File: config.mk
export PLATFORM = sky130hd
export DESIGN_NAME = ram_param_clr_flat
export DESIGN_NICKNAME = d
export VERILOG_FILES = /design/src/rtl/ram_param_clr_if.sv /design/src/rtl/ram_param_clr.sv /design/src/flat_wrapper.sv
export SDC_FILE = /design/constraint.sdc
export NUM_CORES = 1
export LEC_CHECK = 0
export CAP_MARGIN = 20
export CORE_UTILIZATION = 45
export DETAILED_ROUTE_END_ITERATION = 10
export PLACE_DENSITY_LB_ADDON = 0.08
export SYNTH_ARGS = -nofsm -noshare
export SYNTH_HDL_FRONTEND = slang
export SYNTH_SLANG_ARGS = --single-unit
File: constraint.sdc
create_clock -name clk -period 2.8 [get_ports clk]
set_clock_uncertainty 0.05 [all_clocks]
set_input_delay 0.84 -clock clk [delete_from_list [all_inputs] [get_ports clk]]
set_output_delay 0.84 -clock clk [all_outputs]
set_load 0.05 [all_outputs]
File: src/rtl/ram_param_clr_if.sv
// ram_param_clr_if: bus bundle for the clearable parametrised RAM.
//   in       write data, driven by the master
//   load     write enable
//   address  read/write word address
//   clear    one-cycle request to zero every word
//   out      read data, driven by the RAM
//   busy     clear sweep in progress; writes are ignored while high
// Modports: master (the RAM user) and slave (the RAM itself).
interface ram_param_clr_if #(
  parameter int WIDTH  = 16,
  parameter int ADDR_W = 3
);
  logic [WIDTH-1:0]  in;
  logic              load;
  logic [ADDR_W-1:0] address;
  logic              clear;
  logic [WIDTH-1:0]  out;
  logic              busy;

  modport master (output in, output load, output address, output clear,
                  input out, input busy);
  modport slave  (input in, input load, input address, input clear,
                  output out, output busy);
endinterface

File: src/rtl/ram_param_clr.sv
// ram_param_clr: word-addressed RAM of 2**ADDR_W words x WIDTH bits with a
// hardware clear engine that zeroes every word, one per cycle, after reset or
// on a clear request.
// Ports:
//   clk    rising-edge clock
//   rst_n  synchronous active-low reset; restarts the clear sweep at word 0
//   bus    ram_param_clr_if slave modport (in, load, address, clear, out, busy)
// Parameters:
//   WIDTH    data word width
//   ADDR_W   address width, DEPTH = 2**ADDR_W
//   REG_OUT  0: combinational read; 1: registered read with one cycle latency
module ram_param_clr #(
  parameter int WIDTH   = 16,
  parameter int ADDR_W  = 3,
  parameter int REG_OUT = 0
) (
  input  logic           clk,
  input  logic           rst_n,
  ram_param_clr_if.slave bus
);

  localparam int DEPTH = 1 << ADDR_W;
  localparam logic [ADDR_W-1:0] LAST = ADDR_W'(DEPTH - 1);

  typedef enum logic {IDLE, CLEAR} state_t;

  state_t            state, state_nx;
  logic [ADDR_W-1:0] ptr, ptr_nx;
  logic [WIDTH-1:0]  mem [DEPTH];
  logic              we;
  logic [ADDR_W-1:0] wa;
  logic [WIDTH-1:0]  wd;
  logic              busy;

  always_ff @(posedge clk) begin
    if (!rst_n) begin
      state <= CLEAR;
      ptr   <= '0;
    end else begin
      state <= state_nx;
      ptr   <= ptr_nx;
    end
  end

  // The sweep owns the single write port while busy, so user writes are
  // simply dropped rather than queued. Writes are suppressed on a reset edge.
  always_comb begin
    state_nx = state;
    ptr_nx   = ptr;
    we       = 1'b0;
    wa       = bus.address;
    wd       = bus.in;
    case (state)
      CLEAR: begin
        we     = rst_n;
        wa     = ptr;
        wd     = '0;
        ptr_nx = ptr + ADDR_W'(1);
        if (ptr == LAST) state_nx = IDLE;
      end
      IDLE: begin
        // load and clear together: the write lands now, the sweep zeroes it later
        we = rst_n & bus.load;
        if (bus.clear) begin
          state_nx = CLEAR;
          ptr_nx   = '0;
        end
      end
      default: state_nx = CLEAR;
    endcase
  end

  always_ff @(posedge clk) begin
    if (we) mem[wa] <= wd;
  end

  assign busy     = (state == CLEAR);
  assign bus.busy = busy;

  generate
    if (REG_OUT != 0) begin : g_reg
      logic [WIDTH-1:0] rd_data_p1;

      // Read stage: samples pre-edge contents, so a same-edge write reads old data
      always_ff @(posedge clk) begin
        if (!rst_n) rd_data_p1 <= '0;
        else        rd_data_p1 <= busy ? '0 : mem[bus.address];
      end

      assign bus.out = rd_data_p1;
    end else begin : g_comb
      // Words not yet swept may hold garbage, so the read is masked while busy
      assign bus.out = busy ? '0 : mem[bus.address];
    end
  endgenerate

endmodule

File: src/flat_wrapper.sv
// flat-port wrapper written by rule: the top's interface ports become plain ports
module ram_param_clr_flat 
#(
  parameter int WIDTH   = 16,
  parameter int ADDR_W  = 3,
  parameter int REG_OUT = 0
)
  (clk, rst_n, bus_in, bus_load, bus_address, bus_clear, bus_out, bus_busy);
  ram_param_clr_if #(.WIDTH(WIDTH), .ADDR_W(ADDR_W)) bus_i ();
  input  logic clk;
  input  logic rst_n;
  input wire logic [$bits(bus_i.in)-1:0] bus_in;
  input wire logic [$bits(bus_i.load)-1:0] bus_load;
  input wire logic [$bits(bus_i.address)-1:0] bus_address;
  input wire logic [$bits(bus_i.clear)-1:0] bus_clear;
  output wire logic [$bits(bus_i.out)-1:0] bus_out;
  output wire logic [$bits(bus_i.busy)-1:0] bus_busy;
  assign bus_i.in = bus_in;
  assign bus_i.load = bus_load;
  assign bus_i.address = bus_address;
  assign bus_i.clear = bus_clear;
  assign bus_out = bus_i.out;
  assign bus_busy = bus_i.busy;
  ram_param_clr #(.WIDTH(WIDTH), .ADDR_W(ADDR_W), .REG_OUT(REG_OUT)) u_core (.clk(clk), .rst_n(rst_n), .bus(bus_i));
endmodule
* Word level (Yosys, flattened, before mapping) *
Memory sizes are Yosys's and may differ from the RTL's.
Index checks and enable logic that the tools add are counted.

storage, ports and cells
  register bits = 4
  bits in writable memories = 128
  input bits = 23
  memories kept = 1

cells by class
  add/sub/neg operators = 1
  eq/ne operators = 2
  multiplexer cells = 11
  bitwise operators = 2

memories
  memory      words  width  read ports  clocked after memory_dff  write ports  RTL line             RTL
  u_core.mem  8      16     1           0                         1            ram_param_clr.sv:29  logic [WIDTH-1:0] mem [DEPTH];

operator list
  kind                   number
  $mux W16               2
  $mux W3                2
  $pmux W3 S2            1
  $mux W1                4
  $pmux W1 S2            2
  $add A3 B1 Y3 const B  1
  $eq A3 B3 Y1 const B   1
  $ne A2 B2 Y1 const B   1
  $and A1 B1 Y1          1
  $not A1 Y1             1

* Depth between registers and ports, before layout *
  depth in word-level cells = 4
  depth in mapped cells = 5
  depth with buffers taken out = 4

* Worst setup path after synthesis *
OpenSTA, ideal clock, no wires.

  path kind = input to output
  start point = in bus_address[0]
  end point = out bus_out[10]
  data arrival time = 2.477 ns
  path slack = -0.567 ns
  stages on the path = 5
  path through = buf_2 > nand2_1 > buf_2 > o22ai_1 > nor3_1

between the ends
  word-level cells in the longest chain between the ends = 2

ends and longest elaborated chain
  element         RTL line             RTL
  from (decl)     flat_wrapper.sv:14   input wire logic [$bits(bus_i.address)-1:0] bus_address;
  $mem_v2 Z8 W16  n/a
  $mux W16        ram_param_clr.sv:93  assign bus.out = busy ? '0 : mem[bus.address];
  to (decl)       flat_wrapper.sv:16   output wire logic [$bits(bus_i.out)-1:0] bus_out;

No other way between the ends.

* Worst setup path in the final report *
  start point = in bus_address[1]
  end point = out bus_out[7]

The elaborated chain is that of the path after synthesis.

==> results.md <==
- The number of rows created at floorplan is 39.
- Entering global routing, the biggest net connects 52 pins.
- For this design the static power due to leakage is between 2 and 2.5 nW.
- Summing all multi-input logic gate instances after layout gives 1840 µm².
- For this run, design rule violations remaining after detail routing come to 0.
- The launching instance or port of the critical path is bus_address[1].
- Counting cells, the worst reg-to-reg path comes to 5.
- After clock tree synthesis, the clock-pin slew on the worst setup and hold paths is about 50 ps.
- The critical path goes through buf_12 > buf_16 > mux4_2 > o22ai_4 > nor3_4 > buf_6.
- The unique cell type count in the Yosys netlist is 26.
- Summing over every cut layer, the via total after detailed routing is between 2,000 and 3,000.
- The critical path launch point type is a primary input.
- The cell with the largest stage delay on the worst path is sky130_fd_sc_hd__mux4_2.
- The critical path is of the primary input to output pin type.
- The number of buffers inserted by port buffering is 39.
- The clock tree buffer depth is 2.
- The number of nets at the end of the flow is between 400 and 500.
- The final global-route overflow total is 0.
- The final reports fail on setup timing.
- The die covers around 12,000 µm².
- The arrival time at the worst endpoint is just over 2000 ps.
- The nature of the critical path endpoint is an output pin.
- The number of slew-limit violations in the final report is 0.
- Across the run, the number of max-cap violations was 0.
- For this block, the routed nets add up to 11.0 mm of wire.
- The path with the worst hold slack has its endpoint at u_core.ptr[0]$_SDFFE_PN0P_.
- In this run the register-to-register setup slack is about 900 ps.
- The relative area change from synthesis to final layout is 39.2%.
- The number of flops mapped to enable cells by yosys is about 130.
- Counting instances in the post-synthesis netlist gives the leading cell types as sky130_fd_sc_hd__edfxtp_1, sky130_fd_sc_hd__nor2b_1, sky130_fd_sc_hd__nor3_1.
- The horizontal die dimension is around 110 µm.
- Across the whole layout, storage elements account for 3930 µm².
- The slew at the pin closest to its max-slew limit is 597 ps.
- The number of cells traversed by the worst hold path is 2.
- The routed length per instance is between 20 and 25 µm.
- The synthesized netlist cell count is just over 300.
- The total area inside the core boundary comes to 11,500 µm².
- The clock root buffer is sky130_fd_sc_hd__clkbuf_16.
- Once detail routing completed, the nets flagged for antenna violations numbered 0.
- Ranked by total cell area, the synthesized netlist is headed by sky130_fd_sc_hd__edfxtp_1, sky130_fd_sc_hd__mux4_2, sky130_fd_sc_hd__nor2b_1.
- The maximum vdd ir drop is between 500 and 600 µV.
- sky130_fd_sc_hd__edfxtp_1 takes more of the synthesized area than any other cell.
- For this design the top-level I/O count stands at 40.
- The initial antenna violation count is 0.
- At the placement stage, the worst setup path has a slack of -721 ps.
- The power per cell area is 628 nW/µm².
- The count of inserted antenna diode cells is 0.
- The count of state elements after synthesis is 132.
- The die is 111 µm tall.
- The clock reaches the later pin of the worst-skew pair after around 400 ps.
- The count of routing violations after the opening detailed-route iteration is 140.
- The total CTS buffers is 17.
- On the worst path, the slowest cell contributes a delay of 540 ps.
- The final worst slack is -127 ps.
- The placed wire-length estimate after detailed placement is approximately 6.7 mm.
- The via density per instance is ~5.4.
- The clock drives 132 sinks.
- The synthesized design devotes to its leading area cell type between 70% and 80% of total area.
- Setup violations remaining at the end of the flow were counted as 16.
- The number of global-route vias before repair is around 3,200.
- The number of hold-repair buffers added at the cts stage is 0.
- The startpoint identified for the worst hold timing path is u_core.ptr[0]$_SDFFE_PN0P_.
- The number of nets handed over by synthesis was 327.
- For this run, the top clock speed supported by timing is between 0.3 and 0.4 GHz.
- The final hold violation count was 0.
- The combined global-route utilization of all metal layers is between 20% and 30%.
- The number of H-tree levels is 4.
- Setup repair after global routing could not meet its margin everywhere.
- The mean instance size in the synthesized netlist is 17.6 µm².
- The largest fanout on the critical path is 5.
- For this run, the number of Yosys warnings is 0.
- The final estimated routing congestion in global placement is just over 0.7.
- For this run, asynchronously set or reset flops after synthesis account for 0%.
- The dominant synthesized flop cell is sky130_fd_sc_hd__edfxtp_1.
- In the post-synthesis netlist, the cell with the most instances is sky130_fd_sc_hd__edfxtp_1.
- The data required time at the worst endpoint is about 1900 ps.
- TritonCTS built the clock tree.
- In this run the post-CTS setup repair buffer count came out at 0.
- Final hold analysis gives a worst-case slack of slightly above 500 ps.
- In the final layout, the share of cells above drive strength 1 is roughly 42%.
- The initial core utilization is 46.2%.
- The synthesized netlist occupies a cell area of around 5300 µm².
- In this run the critical register-to-register path is launched from u_core.bus.busy$_SDFF_PN1_.
- After filler insertion, the fill cell instance count of the layout stands at approximately 810.
- The type of the tightest min-delay check is flop to flop.
- The power consumption is roughly 4.6 mW.
- The first global-routing pass estimated between 15 and 20 mm of wire.
- The worst register-to-register path ends at u_core.mem[0][9]$_DFFE_PP_.
- After layout, the worst path uses 105% of the clock period.
- The final core utilization is between 60% and 70%.
- The clock period minus final worst setup slack is about 2900 ps.
- Summing the sequential cell areas from Yosys gives about three quarters of the chip area.
- For this run, the detailed router's first-pass iteration total came to 4.
- In this run the tightest slew margin relative to its limit is approximately three fifths.
- The flow ran to the end, but the final reports show violations.
## critical path, delay by kind of cell
family / cells / cell delay (ps)
AND/OR/NAND/NOR: 1 / 50
multiplexers: 1 / 540
AO/OA/AOI/OAI: 1 / 190
buffers and inverters: 3 / 410
## sequential cells by signal (all words and copies together) (netlist names)
register and count:
u_core.ptr 3, u_core.mem 128, u_core.bus.busy 1
## worst max-delay path by stage
stage          cells after the start  slack (ps)          end
2_1_floorplan                      5          30  bus_out[10]
3_3_place_gp                       6        -720  bus_out[11]
3_5_place_dp                       6        -720  bus_out[11]
4_1_cts                            6        -150   bus_out[9]
5_1_grt                            6        -160   bus_out[2]
6_report                           6        -130   bus_out[7]
## where the power goes
group | internal (mW) | leakage [nW] | switching [mW]
Sequential | 2.20 | 1.23 | 0.0142
Clock | 1.29 | 0.269 | 0.768
Combinational | 0.181 | 0.905 | 0.187
## area by class of cell
class | count | share of cell area (%)
Clock buffer | 19 | 5.87
Sequential cell | 132 | 53.2
Clock inverter | 13 | 1.58
Timing Repair Buffer | 76 | 11.9
Multi-Input combinational cell | 149 | 24.9
Tap cell | 143 | 2.43
Inverter | 2 | 0.102
## through the flow
step / area, µm² / TNS (ps) / cells
floorplan: 5480 / 0 / 302
global placement: 6240 / -16270 / 499
detailed placement: 6240 / -18200 / 499
CTS: 7300 / -1920 / 533
global route: 7380 / -2210 / 534
finish: 7380 / -1740 / 534
## logic make-up after synthesis
| group | after synthesis | synth area share [%] |
|---|---|---|
| muxes | 32 | 10.3 |
| buffers and inverters | 21 | 2.10 |
| and+or+nand+nor | 73 | 7.95 |
| AOI/OAI and AO/OA | 42 | 5.19 |
| adders and majority gates | 2 | 0.472 |
| DFF | 132 | 74.0 |
## metal layers
layer  up-vias  global-route usage, %  part of all wire (%)
met3        13                   4.28                   3.8
li1       1348                      -                     -
met2        67                   32.3                    50
met5         -                      0                     0
met4         0                   8.09                   1.6
met1      1463                   26.8                    45
## layout by cell type, fill, tap and decap left out
cell type                         instances
sky130_fd_sc_hd__clkinvlp_4               2
sky130_fd_sc_hd__buf_16                   2
sky130_fd_sc_hd__clkbuf_16               18
sky130_fd_sc_hd__nor2_1                   9
sky130_fd_sc_hd__a211oi_4                16
sky130_fd_sc_hd__nor3_4                  16
sky130_fd_sc_hd__clkbuf_1                 2
sky130_fd_sc_hd__mux2_2                  16
sky130_fd_sc_hd__o21ai_0                  3
sky130_fd_sc_hd__dfxtp_2                  1
sky130_fd_sc_hd__nor3b_1                  5
sky130_fd_sc_hd__ha_1                     2
sky130_fd_sc_hd__clkinv_2                 6
sky130_fd_sc_hd__buf_8                    3
sky130_fd_sc_hd__a31oi_1                  4
sky130_fd_sc_hd__nor3_1                   1
sky130_fd_sc_hd__o22ai_2                  4
sky130_fd_sc_hd__buf_12                  10
sky130_fd_sc_hd__nand2_2                  1
sky130_fd_sc_hd__nand2b_2                 1
sky130_fd_sc_hd__buf_4                   24
sky130_fd_sc_hd__and2_1                   2
sky130_fd_sc_hd__clkdlybuf4s50_1         19
sky130_fd_sc_hd__buf_6                   15
sky130_fd_sc_hd__and3b_1                  2
sky130_fd_sc_hd__inv_1                    2
sky130_fd_sc_hd__o22ai_4                 12
sky130_fd_sc_hd__mux4_2                  16
sky130_fd_sc_hd__a21oi_1                  3
sky130_fd_sc_hd__dfxtp_1                  3
sky130_fd_sc_hd__edfxtp_1               128
sky130_fd_sc_hd__clkinv_1                 3
sky130_fd_sc_hd__bufinv_16                2
sky130_fd_sc_hd__buf_2                    1
sky130_fd_sc_hd__nor2b_1                 36
sky130_fd_sc_hd__dlygate4sd2_1            1
## repair_timing
item	in CTS	in global routing
gates resized for setup	91	11
cloned	2	1
pin swaps	7	14
endpoints found under the setup margin	16	16
hold endpoints to repair	0	0
Note: power is estimated with default switching activity, not from simulation.
